==> config.mk <==
export PLATFORM = sky130hd
export DESIGN_NAME = trail_scheduler
export DESIGN_NICKNAME = d
export VERILOG_FILES = /design/src/rtl/trail_scheduler.sv
export SDC_FILE = /design/constraint.sdc
export NUM_CORES = 2
export LEC_CHECK = 0
export CAP_MARGIN = 30
export CORE_AREA = 2 2 373 375
export DETAILED_ROUTE_END_ITERATION = 12
export DIE_AREA = 0 0 375 377
export SLEW_MARGIN = 20
export SYNTH_ARGS = -nofsm -noshare
export SYNTH_HDL_FRONTEND = slang
export SYNTH_SLANG_ARGS = --single-unit
==> constraint.sdc <==
create_clock -name clk -period 12.8 [get_ports clk]
set_clock_uncertainty 0.15 [all_clocks]
set_input_delay 2.56 -clock clk [delete_from_list [all_inputs] [get_ports clk]]
set_output_delay 2.56 -clock clk [all_outputs]
set_load 0.005 [all_outputs]
==> src/rtl/trail_scheduler.sv <==
// trail_scheduler: ring of drifting, decaying trail particles spawned behind the player once every SPAWN_DIV run frames.
// Optional build macro TRAIL_JITTER_EN adds an 8-bit LFSR that jitters each spawn y by -2..+1 pixels.
module trail_scheduler #(
  parameter int NUM_TRAIL   = 41,
  parameter int PLAYER_X    = 160,
  parameter int PLAYER_SIZE = 40,
  parameter int LIFE_MAX    = 10,
  parameter int DRIFT       = 2,
  parameter int SPAWN_DIV   = 2
) (
  input  logic                       clk,
  input  logic                       rst,
  input  logic                       frame_tick,
  input  logic [1:0]                 gamemode,
  input  logic [8:0]                 player_y,
  output logic [NUM_TRAIL-1:0][9:0]  trail_x,
  output logic [NUM_TRAIL-1:0][8:0]  trail_y,
  output logic [NUM_TRAIL-1:0][3:0]  trail_life,
  output logic [5:0]                 active_count
);
  localparam int HW = NUM_TRAIL > 1 ? $clog2(NUM_TRAIL) : 1;
  localparam logic [9:0] DR = 10'(DRIFT);
  localparam logic [9:0] PX = 10'(PLAYER_X);
  localparam logic [8:0] HALF = 9'(PLAYER_SIZE / 2);
  localparam logic [3:0] LM = 4'(LIFE_MAX);
  localparam logic [3:0] DIV_LAST = 4'(SPAWN_DIV - 1);
  localparam logic [HW-1:0] LAST = HW'(NUM_TRAIL - 1);
  logic [HW-1:0] head, head_n;
  logic [3:0] div, div_n;
  logic [NUM_TRAIL-1:0][9:0] x_n;
  logic [NUM_TRAIL-1:0][8:0] y_n;
  logic [NUM_TRAIL-1:0][3:0] l_n;
  logic [5:0] cnt_n;
  logic [8:0] spawn_y;
  logic spawn;
`ifdef TRAIL_JITTER_EN
  logic [7:0] lfsr;
  assign spawn_y = player_y + HALF + {7'b0, lfsr[1:0]} - 9'd2;
  // Jitter source steps once per spawn so each particle gets a fresh offset.
  always_ff @(posedge clk)
    if (rst) lfsr <= 8'hA5;
    else if (spawn) lfsr <= {lfsr[6:0], lfsr[7] ^ lfsr[5] ^ lfsr[4] ^ lfsr[3]};
`else
  assign spawn_y = player_y + HALF;
`endif
  // Next slot contents: START clears, RUN/OVER ticks decay and drift, RUN alone spawns into head.
  always_comb begin
    x_n = trail_x;
    y_n = trail_y;
    l_n = trail_life;
    head_n = head;
    div_n = div;
    spawn = 1'b0;
    cnt_n = '0;
    if (gamemode == 2'b00) begin
      x_n = '0;
      y_n = '0;
      l_n = '0;
      head_n = '0;
      div_n = '0;
    end else if (frame_tick && gamemode[0]) begin
      for (int i = 0; i < NUM_TRAIL; i++)
        if (trail_life[i] != 4'd0) begin
          l_n[i] = trail_x[i] < DR ? 4'd0 : trail_life[i] - 4'd1;
          x_n[i] = trail_x[i] < DR ? trail_x[i] : trail_x[i] - DR;
        end
      if (!gamemode[1]) begin
        spawn = div == DIV_LAST;
        div_n = spawn ? 4'd0 : div + 4'd1;
        if (spawn) begin
          x_n[head] = PX;
          y_n[head] = spawn_y;
          l_n[head] = LM;
          head_n = head == LAST ? '0 : head + 1'b1;
        end
      end
    end
    for (int i = 0; i < NUM_TRAIL; i++)
      cnt_n = cnt_n + {5'b0, |l_n[i]};
  end
  // Register slots, ring pointer, divider and the live count together so they always agree.
  always_ff @(posedge clk)
    if (rst) begin
      trail_x <= '0;
      trail_y <= '0;
      trail_life <= '0;
      active_count <= '0;
      head <= '0;
      div <= '0;
    end else begin
      trail_x <= x_n;
      trail_y <= y_n;
      trail_life <= l_n;
      active_count <= cnt_n;
      head <= head_n;
      div <= div_n;
    end
endmodule
==> key figures <==
Final layout
  • Register area: 19200 sq um
  • Layout cells sized above 1: 6.77%
  • Multi-input logic area: 23900 sq um
  • Area growth syn-to-layout: 34.5%
  • Final nets: 6622
  • Fillers: 13400
  • Final Non-Filler Cells: 8371

Global route
  • Largest net degree at the start of global routing: 195
  • First-pass GRT wire length: 294000 microns
  • GRT Util Overall: 27.8%
  • Vias in the first global route: 42500
  • Antenna violations before repair: 10
  • Global route overflow: 0

Route
  • Final wirelength: 206000 microns
  • DRC: 0
  • Vias/cell: 5.51
  • Vias: 46100
  • Iter 0 DRT Violations: 3768
  • Pre-antenna DRT Iters: 6
  • DR WL/cell: 24.6 microns
  • Number of routed nets with antenna violations: 0

Logic synthesis
  • Syn Inst Count: 5628
  • Top FF cell, synth: dfxtp_1
  • Synthesized area: 45200 sq um
  • Net Count, Synth: 5769
  • Post-synthesis async set-or-reset flop share: 0%
  • Post-synthesis cell type count: 94
  • Area contributors post-synth: dfxtp_1 42%, nor2_1 7.1%, a21oi_1 6.2%
  • Post-synth EDFFs: 0
  • Register area share after synthesis: 42.4%
  • Synthesized area per cell: 8.04 sq um
  • Synth Register Bits: 959
  • Share of the synthesized area in the top cell type: 42.4%
  • Syn. warnings: 0
  • Area leader, netlist: dfxtp_1

Power and ir drop
  • Comb power frac: 4.7%
  • Leakage: 20.9 nW
  • Int Pwr: 5.17 mW
  • Flop pwr share: 44.1%
  • P_sw: 1.64 mW
  • Total power: 6.81 mW
  • Sw frac: 24.1%
  • Max rail drop VDD: 0.134 mV
  • Pwr dens: 112 nW/um^2
  • Clock Power Share: 51.2%

Worst setup path
  • CP Capture Type: flop
  • CP Class: in2reg
  • Max Fanout on Critical Path: 15
  • Slowest-stage cell, CP: nand4_1
  • Worst Path Arrival: 11290 ps
  • Crit-path cells: clkdlybuf4s50_1 -> and4bb_2 -> buf_4 -> nand4_1 -> o311ai_0 -> a211oi_1 -> o21ai_0 -> fa_1 -> inv_1 -> fa_1 -> inv_1 -> fa_1 -> fa_1 -> fa_1 -> fa_1 -> inv_1 -> fa_1 -> inv_1 -> fa_1 -> fa_1 -> a21o_1 -> a21oi_1 -> xor2_1 -> nor2_1
  • CP max stage delay: 810 ps
  • Critical Path RT: 13270 ps
  • CP most frequent cell: fa_1
  • CP Launch Type: primary input

CTS
  • Clk sinks: 959
  • Clk slew on worst S/H paths: 60 ps
  • Clk_lat worst skew: 760 ps
  • Cts bufs inserted: 110
  • Root Buffer Master: clkbuf_16
  • # Post-CTS Setup Buffers: 0
  • H-tree depth: 3
  • Clock tree buffer depth: 3
  • CTS tree: built
  • Post_cts resized: 0
  • Hold-fix buffers, CTS: 0

Die
  • Die height: 377 microns
  • Top-Level Pins: 963
  • Starting Density: 33.0%
  • Core area: 137000 sq um
  • Row Count: 136
  • Die width: 375 microns
  • Die area: 141000 sq um

Flow run
  • Max Cap Viol: 0

STA
  • Slew Limit Fails: 0
  • Worst-margin pin slew: 1300 ps
  • Hold Slack: 301 ps
  • Crit share post-route: 84.5%
  • Endpoints failing setup: 0
  • Min Tclk post-route: 10820 ps
  • Endpoints failing hold: 0
  • Final setup TNS: 0 ps
  • Slew headroom: 13.2%
  • Fmax: 0.0924 GHz
  • RSZ-0062 raised after global routing: no

Status
  • Outcome: completed

Placed design
  • DP HPWL: 151000 microns
  • Placed Cells: 8156
  • Input/output buffers: 962
  • Placer Congestion: 0.933

Worst hold path
  • Hold Path Class: reg2reg
final cells by class:
class | instances | share of cell area (%)
Multi-Input combinational cell | 4104 | 39.3
Sequential cell | 959 | 31.5
Timing Repair Buffer | 1092 | 17.6
Clock buffer | 157 | 5.40
Tap cell | 1794 | 3.69
Inverter | 214 | 1.32
Clock inverter | 49 | 1.15
Antenna cell | 2 | 0.00822
sequential cells by signal, indices dropped and copies added (netlist names):
signal / flops
trail_y: 369
active_count: 6
trail_x: 410
trail_life: 164
div: 4
head: 6
power groups by stage:
stage                     sequential (mW)  clock, mW  combinational [mW]
after floorplan                      3.06          0               0.171
after global placement               3.07          0               0.318
final                                3.00       3.48               0.321
after global routing                 3.00       3.65               0.345
after CTS                            3.00       3.54               0.324
after detailed placement             3.07          0               0.323
layout by cell type, fill, tap and decap left out, types with 58 or more instances in the layout:
| master | instances |
|---|---|
| and3_1 | 76 |
| nand3_1 | 75 |
| buf_4 | 118 |
| clkbuf_16 | 114 |
| nor4_1 | 89 |
| or3_1 | 58 |
| dfxtp_1 | 959 |
| inv_1 | 214 |
| nor2_1 | 844 |
| a21oi_1 | 564 |
| nand2_1 | 601 |
| mux2i_1 | 66 |
| clkdlybuf4s50_1 | 958 |
| o21ai_0 | 161 |
| a211oi_1 | 218 |
| nor3_1 | 327 |
| ha_1 | 94 |
| xnor2_1 | 102 |
Yosys cell counts, drive strengths merged (43+ instances only):
cell and instances:
or4 46, or3 58, nor4b 47, mux2i 66, and3 76, buf 134
nor3 336, inv 214, nand3 76, nand2b 47, nand4 50, ha 95
a211oi 218, o21ai 176, nor2 862, xnor2 105, clkbuf 217, dfxtp 959
nor4 99, a21oi 565, nor3b 43, a31oi 45, nand2 606
final timing paths:
kind / cells after the start / end / slack (ps) / from
max: 24 / active_count[4]$_SDFF_PP0_ / 1980 / gamemode[1]
min: 2 / trail_y[95]$_SDFFE_PP0P_ / 300 / trail_y[95]$_SDFFE_PP0P_
max reg2reg: 23 / active_count[4]$_SDFF_PP0_ / 4100 / head[0]$_SDFFE_PP0P_
min reg2reg: 2 / trail_y[95]$_SDFFE_PP0P_ / 300 / trail_y[95]$_SDFFE_PP0P_
stage by stage:
stage | util [%] | setup slack, ps | cell area (sq um)
2_1_floorplan | - | 3350 | 45200
3_3_place_gp | 41.4 | 1360 | 56700
3_5_place_dp | 41.5 | 1280 | 56800
4_1_cts | 44.4 | 2070 | 60800
5_1_grt | 44.4 | 1700 | 60900
6_report | 44.4 | 1980 | 60900
worst max-delay path: cells and delay by family:
| kind | cells | cell delay [ps] |
|---|---|---|
| simple gates | 3 | 1570 |
| compound gates | 5 | 1280 |
| xor+xnor | 1 | 170 |
| fa+ha+maj | 9 | 4210 |
| buf+inv | 6 | 1470 |
metal layers:
| layer | track usage, % | part of all wire (%) | vias to the layer above |
|---|---|---|---|
| met4 | 13.2 | 5.1 | 2 |
| met1 | 34.8 | 42 | 22200 |
| li1 | - | - | 21600 |
| met5 | 0 | 0.0068 | - |
| met3 | 7.09 | 7.8 | 419 |
| met2 | 44.6 | 45 | 1837 |
cells by family after synthesis:
kind of cell             Yosys count  synth area share (%)
flip-flops                       959                  42.4
multiplexers                      70                  1.56
adder cells (fa/ha/maj)          127                  4.04
XOR/XNOR                         146                  2.83
AO/OA/AOI/OAI                   1229                  16.5
AND/OR/NAND/NOR                 2532                  27.5
buffers and inverters            565                  5.10
No activity file was read; power rests on OpenSTA's default activity.
